[src/rtl/fsm_switch_sequencer.sv]
// Switch input conditioner and event queue for the lab switch-driven FSM.
// Four raw slide switches are synchronised, debounced and edge-detected.
// Presses that obey the one-switch-only rule are queued as one-hot events
// and handed downstream over valid/ready. A clear pulse is issued on an
// operator request (clr_in rising edge) or after an idle timeout.
module fsm_switch_sequencer #(
    parameter int DEBOUNCE_CYCLES = 4,
    parameter int DEPTH           = 4,
    parameter int TIMEOUT_CYCLES  = 1000
) (
    input  logic       clk,
    input  logic       reset,
    input  logic [3:0] sw_in,
    input  logic       clr_in,
    input  logic       ev_ready,
    output logic       ev_valid,
    output logic [3:0] ev_code,
    output logic       fsm_clr,
    output logic       err_multi,
    output logic       overflow
);

    localparam int DB_W  = $clog2(DEBOUNCE_CYCLES + 1);
    localparam int PTR_W = $clog2(DEPTH);
    localparam int CNT_W = $clog2(DEPTH + 1);
    localparam int TM_W  = $clog2(TIMEOUT_CYCLES);

    localparam logic [DB_W-1:0]  DB_LAST    = DB_W'(DEBOUNCE_CYCLES - 1);
    localparam logic [CNT_W-1:0] FULL_COUNT = CNT_W'(DEPTH);
    localparam logic [TM_W-1:0]  TIMER_LAST = TM_W'(TIMEOUT_CYCLES - 1);

    typedef enum logic [1:0] {
        IDLE  = 2'd0,
        PEND  = 2'd1,
        CLEAR = 2'd2
    } state_t;

    state_t            state;
    logic [3:0]        s1;
    logic [3:0]        s2;
    logic [3:0]        stable;
    logic [3:0]        stable_d;
    logic [DB_W-1:0]   db_cnt [4];
    logic [3:0]        mem [DEPTH];
    logic [PTR_W-1:0]  wr_ptr;
    logic [PTR_W-1:0]  rd_ptr;
    logic [CNT_W-1:0]  count;
    logic [CNT_W-1:0]  count_next;
    logic [TM_W-1:0]   idle_timer;
    logic              clr_d;

    logic [3:0]        rise;
    logic              legal;
    logic              illegal;
    logic              clr_rise;
    logic              timeout;
    logic              clear_trig;
    logic              pop;
    logic              accept;

    // Two-flop synchroniser for the asynchronous switch inputs.
    // NOTE: sequential state always uses non-blocking (<=) so every flop samples pre-edge values.
    always_ff @(posedge clk or posedge reset) begin
        if (reset) begin
            s1 <= '0;
            s2 <= '0;
        end else begin
            s1 <= sw_in;
            s2 <= s1;
        end
    end

    // Per-switch debounce: stable flips only after DEBOUNCE_CYCLES consecutive differing samples.
    always_ff @(posedge clk or posedge reset) begin
        if (reset) begin
            stable <= '0;
            for (int i = 0; i < 4; i++) db_cnt[i] <= '0;
        end else begin
            for (int i = 0; i < 4; i++) begin
                if (s2[i] == stable[i]) begin
                    db_cnt[i] <= '0;
                end else if (db_cnt[i] == DB_LAST) begin
                    stable[i] <= ~stable[i];
                    db_cnt[i] <= '0;
                end else begin
                    db_cnt[i] <= db_cnt[i] + 1'b1;
                end
            end
        end
    end

    // Delayed copies for rising-edge detection of the debounced switches and clr_in.
    always_ff @(posedge clk or posedge reset) begin
        if (reset) begin
            stable_d <= '0;
            clr_d    <= 1'b0;
        end else begin
            stable_d <= stable;
            clr_d    <= clr_in;
        end
    end

    // Press classification, clear triggers and FIFO handshake decode.
    always_comb begin
        rise       = stable & ~stable_d;
        // A press is legal only when it is the sole switch up after the edge.
        legal      = $onehot(rise) && ((stable & ~rise) == 4'b0000);
        illegal    = (rise != 4'b0000) && !legal;
        clr_rise   = clr_in & ~clr_d;
        timeout    = (count == '0) && (idle_timer == TIMER_LAST);
        clear_trig = clr_rise | timeout;
        pop        = (state == PEND) && ev_ready;
        // A clear discards a coincident press outright; a full FIFO still takes
        // the press when the head leaves on the same edge.
        accept     = legal && !clear_trig && ((count != FULL_COUNT) || pop);
        // NOTE: every combinationally assigned signal gets a default first so no latch is inferred.
        count_next = count;
        if (accept && !pop) begin
            count_next = count + 1'b1;
        end else if (pop && !accept) begin
            count_next = count - 1'b1;
        end
    end

    // Event storage; the head is read combinationally below.
    // NOTE: storage is deliberately not reset; entries are only visible through valid pointers/count.
    always_ff @(posedge clk) begin
        if (accept) mem[wr_ptr] <= rise;
    end

    assign ev_code = ev_valid ? mem[rd_ptr] : 4'b0000;

    // Control FSM: FIFO pointers, idle timer and registered output pulses.
    always_ff @(posedge clk or posedge reset) begin
        if (reset) begin
            state      <= IDLE;
            wr_ptr     <= '0;
            rd_ptr     <= '0;
            count      <= '0;
            idle_timer <= '0;
            ev_valid   <= 1'b0;
            fsm_clr    <= 1'b0;
            err_multi  <= 1'b0;
            overflow   <= 1'b0;
        end else begin
            err_multi <= illegal;
            overflow  <= legal && !clear_trig && !accept;
            if (clear_trig) begin
                state      <= CLEAR;
                wr_ptr     <= '0;
                rd_ptr     <= '0;
                count      <= '0;
                idle_timer <= '0;
                ev_valid   <= 1'b0;
                fsm_clr    <= 1'b1;
            end else begin
                fsm_clr  <= 1'b0;
                count    <= count_next;
                ev_valid <= (count_next != '0);
                state    <= (count_next != '0) ? PEND : IDLE;
                if (accept) wr_ptr <= wr_ptr + 1'b1;
                if (pop)    rd_ptr <= rd_ptr + 1'b1;
                if (accept) begin
                    idle_timer <= '0;
                end else if (count == '0) begin
                    idle_timer <= idle_timer + 1'b1;
                end
            end
        end
    end

endmodule

[config.mk]
export PLATFORM = sky130hd
export DESIGN_NAME = fsm_switch_sequencer
export DESIGN_NICKNAME = d
export VERILOG_FILES = /design/src/rtl/fsm_switch_sequencer.sv
export SDC_FILE = /design/constraint.sdc
export NUM_CORES = 1
export LEC_CHECK = 0
export CAP_MARGIN = 5
export CELL_PAD_IN_SITES_DETAIL_PLACEMENT = 1
export CELL_PAD_IN_SITES_GLOBAL_PLACEMENT = 1
export CORE_MARGIN = 2
export CORE_UTILIZATION = 49
export CTS_CLUSTER_SIZE = 30
export DETAILED_ROUTE_END_ITERATION = 6
export PLACE_DENSITY = 0.9
export SYNTH_ARGS = -nofsm -noshare
export SYNTH_HDL_FRONTEND = slang
export SYNTH_SLANG_ARGS = --single-unit
[constraint.sdc]
create_clock -name clk -period 3.2 [get_ports clk]
set_input_delay 0.32 -clock clk [delete_from_list [all_inputs] [get_ports clk]]
set_output_delay 0.32 -clock clk [all_outputs]
set_load 0.01 [all_outputs]
==> reports/results.tsv <==
stage	metric	value	unit
final_layout	n_diodes	0	
sta	Worst slew margin	33.36	%
pwr	leak pwr	1.433	nW
worst_hold_path	hold path start	s1[2]	
critical_path	Worst Path Arrival	3.06	ns
drt	Routed WL per cell	16.61	µm
critical_path	R2R Path Start	stable[0]	
status	outcome	complete, no violations	
cts	CTS sink cnt	66	
critical_path	Reg2Reg Setup Slack	0.17	ns
sta	RSZ-0062 raised after global routing	false	
sta	Worst-Margin Slew	0.9981	ns
floorplanning	full die area	6480	µm²
cts	CTS clk-pin slew, worst paths	0.07	ns
drt	DRT iter0 DRCs	73	
floorplanning	io pins	16	
sta	final worst-path cycle share	94.67	%
worst_hold_path	Hold WC Path Type	reg -> reg	
final_layout	share of layout cells above drive strength 1	15.04	%
global_routing	first-pass GRT wire length	8.818	mm
drt	DRT Pass-1 Iters	5	
floorplanning	Die Wd	80.50	µm
drt	DRC viols	0	
floorplanning	die height	80.50	µm
logic_synthesis	async set-or-reset flop fraction in the synthesized netlist	75.76	%
placement	# port buffers	15	
sta	Clock Skews	0.006817	ns
sta	minimum clock period	3.029	ns
logic_synthesis	Cell Area, Synth	2868	µm²
critical_path	critical path cell sequence	nor2b_2, xor2_1, ha_1, ha_1, ha_1, nor2_1, and4_4, o21ai_2, nor2_1, and2_1	
global_routing	number of global-route vias before repair	1828	
drt	final WL	5.283	mm
global_routing	gr ovfl total	0	
critical_path	Worst Reg2Reg Path Length in Cells	10	
drt	Post-DRT Antenna Nets	0	
placement	detailed placer's ending HPWL	3.848	mm
logic_synthesis	count of cell types in the netlist	42	
cts	root buf cell	clkbuf_8	
logic_synthesis	post-synth top area share	43.63	%
logic_synthesis	register area share after synthesis	60.38	%
floorplanning	Core ar.	5574	µm²
final_layout	Filler cells	575	
cts	CTS max path bufs	2	
logic_synthesis	Top FF cell, synth	dfrtp_1	
logic_synthesis	largest area contributor in the netlist	dfrtp_1	
critical_path	WS Path Type	reg -> reg	
pwr	worst ir drop on vdd	0.4046	mV
critical_path	capture point of the worst reg-to-reg path	mem[3][2]	
critical_path	Most common cell on crit path	ha_1	
sta	setup TNS	0	ns
worst_hold_path	Cells on Worst Hold Path	0	
logic_synthesis	most frequent cells after synthesis	dfrtp_1, nor2_1, edfxtp_1	
critical_path	CP peak stage delay	0.44	ns
global_routing	gr usage total	18.85	%
logic_synthesis	FF+latch count, synth	66	
pwr	Power Density	941.8	nW/µm²
critical_path	worst endpoint required time	3.23	ns
logic_synthesis	top cells by area, synth	dfrtp_1, edfxtp_1, ha_1, mux4_2, xnor2_1	
critical_path	crit-path max FO	13	
logic_synthesis	count leader, synth	dfrtp_1	
global_routing	antenna violations before repair	0	
sta	fin. max-slew vios	0	
floorplanning	Rows	27	
critical_path	Setup crit end kind	register	
cts	CTS tree	yes	
logic_synthesis	Ys Warns	0	
cts	htree depth	3	
sta	Final Hold Fails	0	
cts	clock buffer count from CTS	9	
cts	worst-skew pair later-pin latency	0.34	ns
floorplanning	Starting Density	51.45	%
sta	fmax	0.3301	GHz
critical_path	Crit-path slowest cell	dfrtp_1	
logic_synthesis	Avg Cell Area, Syn	13.28	µm²
drt	Avg Vias per Cell	5.267	
global_routing	largest net degree at the start of global routing	51	
final_layout	final core utilization	59.12	%
run	Max-Cap Viols	0	
drt	DR vias	1675	
placement	GP Congestion	0.7298	
final_layout	# nets final	264	
logic_synthesis	syn nets	239	
sta	Setup-failing EPs final	0	
critical_path	worst setup path start	stable[0]	
final_layout	Area growth syn-to-layout	14.92	%
worst_hold_path	WHS Endpoint	s2[2]	
logic_synthesis	Cells after Synth	216	
critical_path	crit start category	register	
logic_synthesis	number of synthesized flops with an enable pin	16	
[critical path: cells and delay by family, from the launching register on]
kind                       cells  cell delay (ns)
adders and majority gates      3             0.73
xor gates and xnor gates       1             0.24
AOI/OAI and AO/OA              1             0.13
and+or+nand+nor                5             1.20
DFF                            1             0.44
[sequential cells by signal (all words and copies together), names as in the netlist, 2 cells and up]
| signal | cells |
|---|---|
| mem | 16 |
| count | 3 |
| rd_ptr | 2 |
| s1 | 4 |
| stable | 4 |
| db_cnt | 12 |
| stable_d | 4 |
| idle_timer | 10 |
| s2 | 4 |
| wr_ptr | 2 |
[cells in the final DEF (no fill, tap or decap), types with 6 or more instances in the layout]
master            n
clkdlybuf4s50_1  15
xnor2_1           9
edfxtp_1         16
nor2_1           20
ha_1             15
nor2b_1           9
nor3b_1           8
dfrtp_1          50
nand2_1           8
xor2_1            9
and2_1            8
nand4_1           6
clkbuf_8          9
[cell families after synthesis]
kind of cell	synth area share [%]
buffers and inverters	2.225
AO/OA/AOI/OAI	3.578
XOR/XNOR	5.498
flip-flops	60.38
multiplexers	6.108
AND/OR/NAND/NOR	15.66
adder cells (fa/ha/maj)	6.545
[metrics by stage]
stage          hold slack, ns  instances  cell area [µm²]  total power, mW  setup WS (ns)
2_1_floorplan          0.3312        216             2868            2.122         0.5335
3_3_place_gp           0.3335        302             3104            2.360         0.3870
3_5_place_dp           0.3381        302             3104            2.465         0.1096
4_1_cts                0.3533        318             3289            3.134        0.06023
5_1_grt                0.3596        318             3296            3.314        0.01653
6_report               0.3495        318             3296            3.104         0.1707
[layout make-up]
type                            instances  area [µm²]  area share, %
Timing Repair Buffer                   20       187.7          5.695
Sequential cell                        66        1732          52.54
Inverter                                6       22.52         0.6834
Tap cell                               72       90.09          2.733
Clock buffer                           10       127.6          3.872
Clock inverter                          6       57.56          1.746
Multi-Input combinational cell        138        1079          32.73
[metal layers]
layer / vias up / global-route usage (%) / wire length (µm)
met1: 831 / 21.53 / 2286
li1: 807 / - / -
met3: 11 / 4.045 / 141
met4: 0 / 10.17 / 115
met5: - / 0 / 0
met2: 26 / 32.83 / 2739
[worst max path at each step]
stage	cells past startpoint	slack (ns)	end
after CTS	10	0.06	mem[0][0]
after global routing	10	0.02	mem[2][3]
after detailed placement	10	0.11	mem[0][2]
after global placement	10	0.39	mem[0][2]
after floorplan	10	0.53	mem[0][0]
final	10	0.17	mem[3][2]
[power by group]
part           switching [mW]  internal [mW]
Clock                   0.306          0.354
Combinational           0.608          0.561
Sequential              0.176           1.10
Total                    1.09           2.01
[what timing repair did]
item                       4_1_cts  5_1_grt
hold buffers                     0        0
setup endpoints to repair        0       16
gates resized for setup          0        3
buffers inserted                 0        0
No activity file was read; power rests on OpenSTA's default activity.
